--- config.mk ---
export PLATFORM = sky130hd
export DESIGN_NAME = multicycle_control_unit_flat
export DESIGN_NICKNAME = d
export VERILOG_FILES = /design/src/rtl/multicycle_control_unit_if.sv /design/src/rtl/multicycle_control_unit.sv /design/src/flat_wrapper.sv
export SDC_FILE = /design/constraint.sdc
export NUM_CORES = 1
export LEC_CHECK = 0
export CAP_MARGIN = 20
export CORE_AREA = 5 5 66 68
export DETAILED_ROUTE_END_ITERATION = 10
export DIE_AREA = 0 0 71 73
export PLACE_DENSITY = 0.76
export SYNTH_ARGS = -nofsm -noshare
export SYNTH_HDL_FRONTEND = slang
export SYNTH_SLANG_ARGS = --single-unit
--- constraint.sdc ---
create_clock -name clk -period 1.9 [get_ports clk]
set_input_delay 0.285 -clock clk [delete_from_list [all_inputs] [get_ports clk]]
set_output_delay 0.285 -clock clk [all_outputs]
set_load 0.005 [all_outputs]
--- src/rtl/multicycle_control_unit_if.sv ---
`default_nettype none
// ============================================================================
// Module   : multicycle_control_unit_if
// Brief    : Fetch handshake, ALU control and status bundle for the control unit.
// Revision : 1.0
// ============================================================================
interface multicycle_control_unit_if #(
    parameter int PC_W     = 8,
    parameter int OPCODE_W = 4
);
    logic                start;
    logic                fetch_ack;
    logic [OPCODE_W-1:0] instr;
    logic [PC_W-1:0]     jmp_target;
    logic                cf_in;
    logic                sf_in;
    logic                zf_in;
    logic                fetch_req;
    logic [PC_W-1:0]     pc;
    logic [1:0]          op;
    logic                imm_sel;
    logic                reg_en;
    logic                jmp_sel;
    logic [2:0]          flags;
    logic                halted;
    logic                err;

    modport slave (
        input  start, fetch_ack, instr, jmp_target, cf_in, sf_in, zf_in,
        output fetch_req, pc, op, imm_sel, reg_en, jmp_sel, flags, halted, err
    );

    modport master (
        output start, fetch_ack, instr, jmp_target, cf_in, sf_in, zf_in,
        input  fetch_req, pc, op, imm_sel, reg_en, jmp_sel, flags, halted, err
    );
endinterface
`default_nettype wire

--- src/rtl/multicycle_control_unit.sv ---
`default_nettype none
// ============================================================================
// Module   : multicycle_control_unit
// Brief    : FETCH/DECODE/EXEC control unit owning the PC and latched flags.
// Revision : 1.0
// ============================================================================
module multicycle_control_unit #(
    parameter int PC_W          = 8,
    parameter int OPCODE_W      = 4,
    parameter int FETCH_TIMEOUT = 15
) (
    input  wire logic                clk,
    input  wire logic                rst_n,
    multicycle_control_unit_if.slave bus
);
    localparam logic [2:0] c_IDLE   = 3'd0;
    localparam logic [2:0] c_FETCH  = 3'd1;
    localparam logic [2:0] c_DECODE = 3'd2;
    localparam logic [2:0] c_EXEC   = 3'd3;
    localparam logic [2:0] c_HALT   = 3'd4;
    localparam logic [2:0] c_ERR    = 3'd5;

    localparam logic [7:0]      c_TIMEOUT = FETCH_TIMEOUT[7:0];
    localparam logic [PC_W-1:0] c_PC_ONE  = {{(PC_W-1){1'b0}}, 1'b1};

    logic [2:0]          state_q, state_d;
    logic [PC_W-1:0]     pc_q;
    logic [2:0]          flags_q;
    logic [OPCODE_W-1:0] ir_q;
    logic [7:0]          cnt_q;
    logic [1:0]          dec_op_q;
    logic                dec_imm_q, dec_wr_q, dec_jmp_q, dec_flg_q, dec_hlt_q;

    logic [3:0] w_opc;
    logic [1:0] w_op;
    logic       w_imm, w_wr, w_jmp, w_flg, w_hlt, w_illegal;
    logic [7:0] w_cnt_inc;

    assign w_opc     = ir_q[3:0];
    assign w_cnt_inc = cnt_q + 8'd1;

    generate
        if (OPCODE_W > 4) begin : g_wide_op
            assign w_illegal = |ir_q[OPCODE_W-1:4];
        end else begin : g_narrow_op
            assign w_illegal = 1'b0;
        end
    endgenerate

    // Jump conditions read flags_q, which still holds the previous instruction's result.
    always_comb begin
        w_op  = 2'b00;
        w_imm = 1'b0;
        w_wr  = 1'b0;
        w_jmp = 1'b0;
        w_flg = 1'b0;
        w_hlt = 1'b0;
        if (!w_opc[3]) begin
            w_op  = w_opc[2:1];
            w_imm = w_opc[0];
            w_wr  = 1'b1;
            w_flg = 1'b1;
        end else begin
            case (w_opc[2:0])
                3'b000:  w_jmp = 1'b1;
                3'b001:  w_jmp = flags_q[0];
                3'b010:  w_jmp = flags_q[2];
                3'b011:  w_jmp = flags_q[1];
                3'b100:  w_jmp = ~flags_q[0];
                3'b110: begin
                    w_op  = 2'b01;
                    w_flg = 1'b1;
                end
                3'b111:  w_hlt = 1'b1;
                default: ;
            endcase
        end
    end

    always_ff @(posedge clk or negedge rst_n) begin
        if (!rst_n) begin
            state_q <= c_IDLE;
        end else begin
            state_q <= state_d;
        end
    end

    always_comb begin
        state_d = state_q;
        case (state_q)
            c_IDLE:   if (bus.start) state_d = c_FETCH;
            c_FETCH: begin
                if (bus.fetch_ack)             state_d = c_DECODE;
                else if (w_cnt_inc == c_TIMEOUT) state_d = c_ERR;
            end
            c_DECODE: state_d = w_illegal ? c_ERR : c_EXEC;
            c_EXEC:   state_d = dec_hlt_q ? c_HALT : c_FETCH;
            c_HALT:   if (bus.start) state_d = c_FETCH;
            c_ERR:    state_d = c_ERR;
            default:  state_d = c_IDLE;
        endcase
    end

    always_comb begin
        bus.fetch_req = (state_q == c_FETCH);
        bus.halted    = (state_q == c_HALT);
        bus.err       = (state_q == c_ERR);
        bus.op        = 2'b00;
        bus.imm_sel   = 1'b0;
        bus.reg_en    = 1'b0;
        bus.jmp_sel   = 1'b0;
        if (state_q == c_EXEC) begin
            bus.op      = dec_op_q;
            bus.imm_sel = dec_imm_q;
            bus.reg_en  = dec_wr_q;
            bus.jmp_sel = dec_jmp_q;
        end
    end

    assign bus.pc    = pc_q;
    assign bus.flags = flags_q;

    always_ff @(posedge clk or negedge rst_n) begin
        if (!rst_n) begin
            pc_q      <= '0;
            flags_q   <= 3'b000;
            ir_q      <= '0;
            cnt_q     <= 8'd0;
            dec_op_q  <= 2'b00;
            dec_imm_q <= 1'b0;
            dec_wr_q  <= 1'b0;
            dec_jmp_q <= 1'b0;
            dec_flg_q <= 1'b0;
            dec_hlt_q <= 1'b0;
        end else begin
            cnt_q <= (state_q == c_FETCH && !bus.fetch_ack) ? w_cnt_inc : 8'd0;
            if (state_q == c_FETCH && bus.fetch_ack) begin
                ir_q <= bus.instr;
            end
            if (state_q == c_DECODE) begin
                dec_op_q  <= w_op;
                dec_imm_q <= w_imm;
                dec_wr_q  <= w_wr;
                dec_jmp_q <= w_jmp;
                dec_flg_q <= w_flg;
                dec_hlt_q <= w_hlt;
            end
            if (state_q == c_EXEC) begin
                if (dec_flg_q) begin
                    flags_q <= {bus.cf_in, bus.sf_in, bus.zf_in};
                end
                pc_q <= dec_jmp_q ? bus.jmp_target : pc_q + c_PC_ONE;
            end
        end
    end
endmodule
`default_nettype wire

--- src/flat_wrapper.sv ---
// flat-port wrapper written by rule: the top's interface ports become plain ports
module multicycle_control_unit_flat 
#(
    parameter int PC_W          = 8,
    parameter int OPCODE_W      = 4,
    parameter int FETCH_TIMEOUT = 15
)
  (clk, rst_n, bus_start, bus_fetch_ack, bus_instr, bus_jmp_target, bus_cf_in, bus_sf_in, bus_zf_in, bus_fetch_req, bus_pc, bus_op, bus_imm_sel, bus_reg_en, bus_jmp_sel, bus_flags, bus_halted, bus_err);
  multicycle_control_unit_if #(.PC_W(PC_W), .OPCODE_W(OPCODE_W)) bus_i ();
  input  wire logic clk;
  input  wire logic rst_n;
  input wire logic [$bits(bus_i.start)-1:0] bus_start;
  input wire logic [$bits(bus_i.fetch_ack)-1:0] bus_fetch_ack;
  input wire logic [$bits(bus_i.instr)-1:0] bus_instr;
  input wire logic [$bits(bus_i.jmp_target)-1:0] bus_jmp_target;
  input wire logic [$bits(bus_i.cf_in)-1:0] bus_cf_in;
  input wire logic [$bits(bus_i.sf_in)-1:0] bus_sf_in;
  input wire logic [$bits(bus_i.zf_in)-1:0] bus_zf_in;
  output wire logic [$bits(bus_i.fetch_req)-1:0] bus_fetch_req;
  output wire logic [$bits(bus_i.pc)-1:0] bus_pc;
  output wire logic [$bits(bus_i.op)-1:0] bus_op;
  output wire logic [$bits(bus_i.imm_sel)-1:0] bus_imm_sel;
  output wire logic [$bits(bus_i.reg_en)-1:0] bus_reg_en;
  output wire logic [$bits(bus_i.jmp_sel)-1:0] bus_jmp_sel;
  output wire logic [$bits(bus_i.flags)-1:0] bus_flags;
  output wire logic [$bits(bus_i.halted)-1:0] bus_halted;
  output wire logic [$bits(bus_i.err)-1:0] bus_err;
  assign bus_i.start = bus_start;
  assign bus_i.fetch_ack = bus_fetch_ack;
  assign bus_i.instr = bus_instr;
  assign bus_i.jmp_target = bus_jmp_target;
  assign bus_i.cf_in = bus_cf_in;
  assign bus_i.sf_in = bus_sf_in;
  assign bus_i.zf_in = bus_zf_in;
  assign bus_fetch_req = bus_i.fetch_req;
  assign bus_pc = bus_i.pc;
  assign bus_op = bus_i.op;
  assign bus_imm_sel = bus_i.imm_sel;
  assign bus_reg_en = bus_i.reg_en;
  assign bus_jmp_sel = bus_i.jmp_sel;
  assign bus_flags = bus_i.flags;
  assign bus_halted = bus_i.halted;
  assign bus_err = bus_i.err;
  multicycle_control_unit #(.PC_W(PC_W), .OPCODE_W(OPCODE_W), .FETCH_TIMEOUT(FETCH_TIMEOUT)) u_core (.clk(clk), .rst_n(rst_n), .bus(bus_i));
endmodule
==> results.md, run 1 <==
- Cts bufs inserted: 5
- Clock Pin Slew Worst Setup and Hold Paths: around 0.060 ns
- Hold crit path type: input port to async pin
- Clock skew: roughly 0.0029 ns
- Setup-violating endpoint count in the final report: 0
- Nets in the synthesized netlist: approximately 200
- Number of global-route vias before repair: between 1k and 1.5k
- Count of cell instances traversed by the critical path: 4
- Longest individual stage delay on the worst path: roughly 0.47 ns
- I/O pin total: 38
- Cells traversed along the worst timing path: and3b_2 -> buf_4 -> and2_1 -> dlygate4sd2_1
- Post-DRT Antenna Nets: 0
- Static Leak: between 0.9 and 1 nW
- Switching pwr: between 1 and 1.5 mW
- Reg2reg path depth: 5
- Max Clk Rate: between 500 and 600 MHz
- Area of the die: roughly 5200 um2
- Number of inserted diodes: 0
- Share of power burned in registers: 41.2%
- Worst path bufs/invs: 2
- Root buf cell: sky130_fd_sc_hd__clkbuf_8
- CTS max path bufs: 2
- Drt initial violations: 67
- Crit end category: output port
- Class of the most critical setup path: register to output port
- Areal power density over the cells: between 1000 and 1500 nW/um2
- Minimum setup slack in the final design: between 0.06 and 0.07 ns
- Total number of nets in the final design: 245
- Routed wire length per instance: 13.68 um
- Post-synthesis area per instance: just under 10 um2
- Peak supply drop: approximately 0.76 mV
- Starting Density: around 46%
- Synthesized netlist cell count: 179
- Cell Count Post-Placement: around 260
- Switching portion of total power: 37.06%
- Area overhead of the layout relative to synthesis: 31.12%
- WL final: roughly 3700 um
- Fraction of the cycle the final worst path needs: a little over nine tenths
- IO Port Bufs: 37
- Initial antenna violation count: 0
- Chip height: 73 um
- Clock tree from TritonCTS: yes
- Clock Power Share: 15.7%
- Power Internal: a little under 2 mW
- Comb pwr share: 43.1%
- Layout cells sized above 1: 16.07%
- Slew at the pin closest to its max-slew limit: around 0.43 ns
- DP HPWL: approximately 2700 um
- Total via count after detailed routing: roughly 1.5k
- Maximum number of pins on one net before global-route repair: 34
- H-tree Lvls: 2
- Critical Path Fanout Max: 7
- Avg Vias per Cell: approximately 5.3
- Unrepaired setup endpoints after global routing: yes
- Count of distinct cell types in the synthesized netlist: 44
- Post-layout min period: about 1.8 ns
- Cell type group with the largest total delay on the critical path: flip-flops
- Total iterations of the first detailed-routing run: 4
- Slew Viols, Final: 0
- GPL Wtd Cong: 0.8050
- X dimension of the die: ~71 um
- Max cap viols: 0
- Count of warnings emitted by yosys: 0
- Number of synthesized flops with an enable pin: 0
- Sequential share of the synthesized area: between 40 and 50%
- DRC violations left: 0
- Outcome: completed
- Area of the core: roughly 3800 um2
- Most instantiated flip-flop cell in the synthesis netlist: sky130_fd_sc_hd__dfrtp_1
- Count of hold buffers inserted by post-cts repair: 0
- Critical path required time: 1.62 ns
- CP startpoint kind: register
- Global-route wire length before repair: about 6600 um
- Number of clock sinks seen by CTS: 33
- Normalized max-slew margin: 71.03%
- Final global-route overflow total: 0
- Combined global-route utilization of all metal layers: 15.83%
- Data arrival time at the worst-slack endpoint: between 1.5 and 2 ns
- Critical path's slowest cell: sky130_fd_sc_hd__dfrtp_2
- Clock Latency Late Sink: 0.28 ns
- Post-synthesis instance area: between 1500 and 2000 um2
- Non-filler cells in the finished layout: about 270
- DP Worst Slack: approximately 0.18 ns
- Endpoints failing hold: 0
- Async SR Flop Fraction: 100.0%
- Standard-cell row count: 23
- Number of synthesized register bits: 33
-- per-layer routing --
layer  up-vias  GRT usage [%]  routed length [um]
met5         -              0                   0
met4         0          3.132                   8
met3         2          5.647                 266
met2        38          26.88                1806
met1       684          19.58                1665
li1        730              -                   -
-- path summary, 6_finish.rpt --
| check | slack [ns] | end | start |
|---|---|---|---|
| setup / recovery | 0.06 | bus_op[0] | u_core.state_q[0] |
| hold / removal | 0.41 | u_core.bus.pc[1] | rst_n |
| setup reg to reg | 0.38 | u_core.state_q[2] | u_core.cnt_q[0] |
| hold reg to reg | 0.47 | u_core.dec_imm_q | u_core.dec_imm_q |
| max in group asynchronous | 1.16 | u_core.state_q[2] | rst_n |
| min in group clk | 0.47 | u_core.dec_imm_q | u_core.dec_imm_q |
-- cell families (layout without fill, tap and decap cells) --
logic type | Yosys count | count (layout) | share of synthesized area (%)
fa+ha+maj | 3 | 3 | 2.142
mux | 10 | 10 | 6.281
buf+inv | 11 | 56 | 2.997
xor+xnor | 5 | 5 | 2.498
simple gates | 67 | 67 | 19.99
flops | 33 | 33 | 47.11
compound gates | 50 | 50 | 18.99
-- state kept, by name, summed over array words and instances (netlist names) --
name	count
u_core.dec_hlt_q	1
u_core.dec_flg_q	1
u_core.cnt_q	8
u_core.dec_jmp_q	1
u_core.dec_imm_q	1
u_core.bus.pc	8
u_core.ir_q	4
u_core.dec_wr_q	1
u_core.state_q	3
u_core.dec_op_q	2
u_core.bus.flags	3
-- what timing repair did --
item / CTS / global route
endpoints found under the hold margin: 0 / 0
setup endpoints to repair: 8 / 6
pin swaps: 1 / 0
setup buffers: 2 / 0
resized for setup: 6 / 6
-- synthesized netlist by cell type (2+ instances only) --
cell | n | area share [%]
sky130_fd_sc_hd__dfrtp_1 | 33 | 47
sky130_fd_sc_hd__inv_1 | 5 | 1.1
sky130_fd_sc_hd__nor3_1 | 3 | 0.86
sky130_fd_sc_hd__a21oi_1 | 14 | 4.0
sky130_fd_sc_hd__mux2i_1 | 2 | 1.1
sky130_fd_sc_hd__ha_1 | 3 | 2.1
sky130_fd_sc_hd__and2_1 | 4 | 1.4
sky130_fd_sc_hd__xor2_1 | 4 | 2.0
sky130_fd_sc_hd__nand3_1 | 8 | 2.3
sky130_fd_sc_hd__o21ai_0 | 19 | 5.4
sky130_fd_sc_hd__or3_1 | 2 | 0.71
sky130_fd_sc_hd__a211oi_1 | 2 | 0.86
sky130_fd_sc_hd__and4_1 | 2 | 1.0
sky130_fd_sc_hd__nor2_1 | 12 | 2.6
sky130_fd_sc_hd__nand2_1 | 17 | 3.6
sky130_fd_sc_hd__nand4_1 | 4 | 1.4
sky130_fd_sc_hd__o22ai_1 | 2 | 0.71
sky130_fd_sc_hd__buf_2 | 3 | 0.86
sky130_fd_sc_hd__nand2b_1 | 8 | 2.9
sky130_fd_sc_hd__mux2_2 | 8 | 5.1
-- layout make-up --
type	count	area, um2
Multi-Input combinational cell	135	892.1
Timing Repair Buffer	42	412.9
Clock buffer	8	80.08
Tap cell	50	62.56
Inverter	6	22.52
Fill cell	347	1500
Sequential cell	33	828.3
-- layout by cell type (no fill, tap or decap), types with 8 or more instances in the layout --
master / instances
sky130_fd_sc_hd__nand2b_1: 8
sky130_fd_sc_hd__dfrtp_1: 31
sky130_fd_sc_hd__nand2_1: 17
sky130_fd_sc_hd__mux2_2: 8
sky130_fd_sc_hd__a21oi_1: 14
sky130_fd_sc_hd__o21ai_0: 19
sky130_fd_sc_hd__nor2_1: 11
sky130_fd_sc_hd__nand3_1: 8
sky130_fd_sc_hd__clkdlybuf4s50_1: 32
-- stage by stage --
| stage | cell area (um2) | utilization, % | setup TNS, ns | power [mW] | hold WS, ns |
|---|---|---|---|---|---|
| global placement | 2178 | 57.35 | 0 | 2.560 | 0.4627 |
| floorplan | 1753 | - | 0 | 2.032 | -0.01059 |
| finish | 2298 | 60.51 | 0 | 3.133 | 0.4119 |
| global route | 2298 | 60.51 | -0.008839 | 3.392 | 0.4579 |
| CTS | 2285 | 60.14 | 0 | 3.153 | 0.4297 |
| detailed placement | 2178 | 57.35 | 0 | 2.598 | 0.4652 |
-- worst register-to-register path, cell delays in order (launching register included) --
cell	delay (ns)
sky130_fd_sc_hd__dfrtp_1	0.46
sky130_fd_sc_hd__ha_1	0.30
sky130_fd_sc_hd__nand2b_1	0.19
sky130_fd_sc_hd__a21oi_1	0.13
sky130_fd_sc_hd__o211ai_1	0.12
sky130_fd_sc_hd__o31ai_2	0.22
-- power by group through the flow --
stage | registers, mW | clock network [mW] | logic, mW
after floorplan | 1.22 | 0 | 0.812
after global placement | 1.27 | 0 | 1.29
after detailed placement | 1.28 | 0 | 1.31
after CTS | 1.28 | 0.508 | 1.37
after global routing | 1.34 | 0.537 | 1.51
final | 1.29 | 0.493 | 1.35
(Power assumes the default switching activity.)
==> run 2: changes to the inputs <==
- ABC_AREA: not set -> 1
- CORE_AREA: 5 5 66 68 -> 5 5 65 67
- CTS_CLUSTER_SIZE: not set -> 8
- DIE_AREA: 0 0 71 73 -> 0 0 70 72
- PLACE_DENSITY: 0.76 -> not set
- PLACE_DENSITY_LB_ADDON: not set -> 0.08
==> run 2 against run 1 <==
Global-route usage is 0.31 points lower. Critical path depth is 1 higher. First-iteration DRC count is 15% higher. Area after synthesis is 2.1% lower.
==> results.md, run 2 <==
- Cell Count Post-Placement: 296
- Count of distinct cell types in the synthesized netlist: 30
- Cell area after placement: ~2100 um2
- Minimum setup slack in the final design: 0.05097 ns
- H-tree Lvls: 2
- Total power: 2.918 mW
- GPL Wtd Cong: just under 0.8
- Crit end category: output port
- Final global-route overflow total: 0
- X dimension of the die: 70 um
- Normalized max-slew margin: 71.61%
- Total number of nets in the final design: 281
- Starting Density: between 40 and 50%
- Nets in the synthesized netlist: roughly 230
- DP HPWL: between 2000 and 3000 um
- Data arrival time at the worst-slack endpoint: 1.56 ns
- Post-Route Setup TNS: 0 ns
- Cells traversed along the worst timing path: inv_2 -> nor2_4 -> nand2_4 -> nor2_2 -> clkdlybuf4s50_1
- Global-route wire length before repair: ~6200 um
- Top cells by count, synth: 39 x sky130_fd_sc_hd__nand2_1, 34 x sky130_fd_sc_hd__nor2_1, 33 x sky130_fd_sc_hd__dfrtp_1, 27 x sky130_fd_sc_hd__inv_1, 17 x sky130_fd_sc_hd__nand3_1
- Final core occ: roughly 63%
- Total iterations of the first detailed-routing run: 4
- Maximum number of pins on one net before global-route repair: 34
- Number of clock sinks seen by CTS: 33
- Area share of the leading cell type in the synthesized netlist: about half
- DP Worst Slack: between 0.2 and 0.25 ns
- Outcome: completed
- Post-DRT Antenna Nets: 0
- Area of combinational cells with multiple inputs: a little under 800 um2
- Count of hold buffers inserted by post-cts repair: 0
- Fraction of the mapped netlist area in simple logic gates: 28.45%
- Critical path's slowest cell: sky130_fd_sc_hd__clkdlybuf4s50_1
- Layout cells sized above 1: 12.69%
- CTS max path bufs: 2
- DRC violations left: 0
- Non-filler cells in the finished layout: 308
- Critical Path Fanout Max: 6
- Clock Pin Slew Worst Setup and Hold Paths: about 0.090 ns
- Post-layout min period: between 1.5 and 2 ns
- Final non-filler cell area: roughly 2200 um2
- Mux cell area share after synthesis: about 2.6%
- Max Clk Rate: approximately 540 MHz
- Arithmetic-cell share of the synthesized area counting full adders, half adders and majority gates: around 2.2%
- Unrepaired setup endpoints after global routing: yes
- Number of global-route vias before repair: 1,432
- Clock tree from TritonCTS: yes
- Post-synthesis cell type with the largest combined area: sky130_fd_sc_hd__dfrtp_1
- Post-synthesis area per instance: 8.169 um2
- Total via count after detailed routing: between 1.5k and 2k
- Clock Latency Late Sink: around 0.33 ns
- IO Port Bufs: 37
- CP startpoint kind: register
- Parity-gate share of the synthesized area counting xor and xnor cells: 0.5106%
- Hold crit path type: input port to async pin
- Endpoints failing hold: 0
- Routed wire length per instance: roughly 12 um
- Combined global-route utilization of all metal layers: around 16%
- Longest individual stage delay on the worst path: about 0.50 ns
- Avg Vias per Cell: just under 5
- Peak supply drop: 0.7613 mV
- Clock skew: 0.01024 ns
- Slew Viols, Final: 0
- I/O pin total: 38
- Setup-violating endpoint count in the final report: 0
- Synthesized netlist cell count: 210
- Areal power density over the cells: 1297 nW/um2
- Main area contributors after synthesis: sky130_fd_sc_hd__dfrtp_1 48%, sky130_fd_sc_hd__nand2_1 8.5%, sky130_fd_sc_hd__nor2_1 7.4%
- Count of warnings emitted by yosys: 0
- Number of synthesized register bits: 33
- Initial antenna violation count: 0
- Fillers: approximately 340
- Fraction of the cycle the final worst path needs: 97.32%
- Async SR Flop Fraction: 100.0%
- WL final: 3671 um
- Most common cell in the synthesized netlist: sky130_fd_sc_hd__nand2_1
- Compound-cell area share of the yosys netlist: between 10% and 20%
- Most instantiated flip-flop cell in the synthesis netlist: sky130_fd_sc_hd__dfrtp_1
- Footprint of the flip-flops and latches: roughly 830 um2
- Most frequent cells in the layout: 39 x sky130_fd_sc_hd__nand2_1, 32 x sky130_fd_sc_hd__nor2_1, 32 x sky130_fd_sc_hd__dfrtp_1, 31 x sky130_fd_sc_hd__clkdlybuf4s50_1, 27 x sky130_fd_sc_hd__inv_1
- Number of inserted diodes: 0
- Sequential share of the synthesized area: 48.14%
- Area of the core: ~3600 um2
- Critical path required time: 1.62 ns
- Slew at the pin closest to its max-slew limit: 0.4258 ns
- Area of the die: just over 5000 um2
- Most common cell after layout, fill and taps aside: sky130_fd_sc_hd__nand2_1
- Post-synthesis instance area: between 1500 and 2000 um2
- Root buf cell: sky130_fd_sc_hd__clkbuf_4
- Standard-cell row count: 22
- Drt initial violations: 77
- Area overhead of the layout relative to synthesis: 31.15%
- Chip height: 72 um
- Max cap viols: 0
- Class of the most critical setup path: register to output port
- Number of synthesized flops with an enable pin: 0
- Worst hold margin: 0.3538 ns
- Static Leak: between 1 and 1.5 nW
- Cts bufs inserted: 5
- Largest family of logic cells by synthesized area: simple AND/OR/NAND/NOR gates
==> run 2: cells by family (layout without fill, tap and decap cells) <==
family                   Yosys count  count (layout)
AND/OR/NAND/NOR                  107             107
buffers and inverters             34              84
flip-flops                        33              33
AO/OA/AOI/OAI                     29              29
adder cells (fa/ha/maj)            3               3
multiplexers                       3               3
XOR/XNOR                           1               1
==> run 2: timing repair <==
item | 4_1_cts | 5_1_grt
pin swaps | 2 | 1
setup endpoints to repair | 7 | 4
gates resized for setup | 8 | 4
buffers inserted | 3 | 1
==> run 2: metal layers <==
layer | global-route usage [%] | wire length [um] | up-vias
met5 | 0 | 0 | -
met4 | 6.809 | 74 | 0
met3 | 3.740 | 174 | 9
met2 | 26.13 | 1762 | 33
met1 | 19.06 | 1660 | 700
li1 | - | - | 782
==> run 2: layout make-up <==
class | count | area share (%)
sequential | 33 | 36.76
multi-input combinational | 143 | 34.37
timing repair buffer | 43 | 18.46
inverter | 33 | 5.562
tap | 48 | 2.670
clock buffer | 8 | 2.169
==> run 2: power by group <==
group | total [mW] | internal (mW) | switching (mW)
sequential | 1.19 | 0.955 | 0.234
combinational | 1.36 | 0.675 | 0.686
clock | 0.368 | 0.147 | 0.221
==> run 2: final timing paths <==
| check | from | endpoint | slack (ns) | cells after the start |
|---|---|---|---|---|
| max | u_core.state_q[0] | bus_op[1] | 0.05 | 5 |
| min | rst_n | u_core.cnt_q[5] | 0.35 | 2 |
| max reg2reg | u_core.state_q[0] | u_core.bus.flags[1] | 0.37 | 7 |
| min reg2reg | u_core.dec_hlt_q | u_core.dec_hlt_q | 0.50 | 2 |
| max in group asynchronous | rst_n | u_core.state_q[1] | 1.20 | 2 |
| min in group clk | u_core.dec_hlt_q | u_core.dec_hlt_q | 0.50 | 2 |
==> run 2: worst max-delay path: cells and delay by family, from the launching register on <==
kind | cells | cell delay [ns]
flops | 1 | 0.38
simple gates | 3 | 0.30
buf+inv | 2 | 0.57
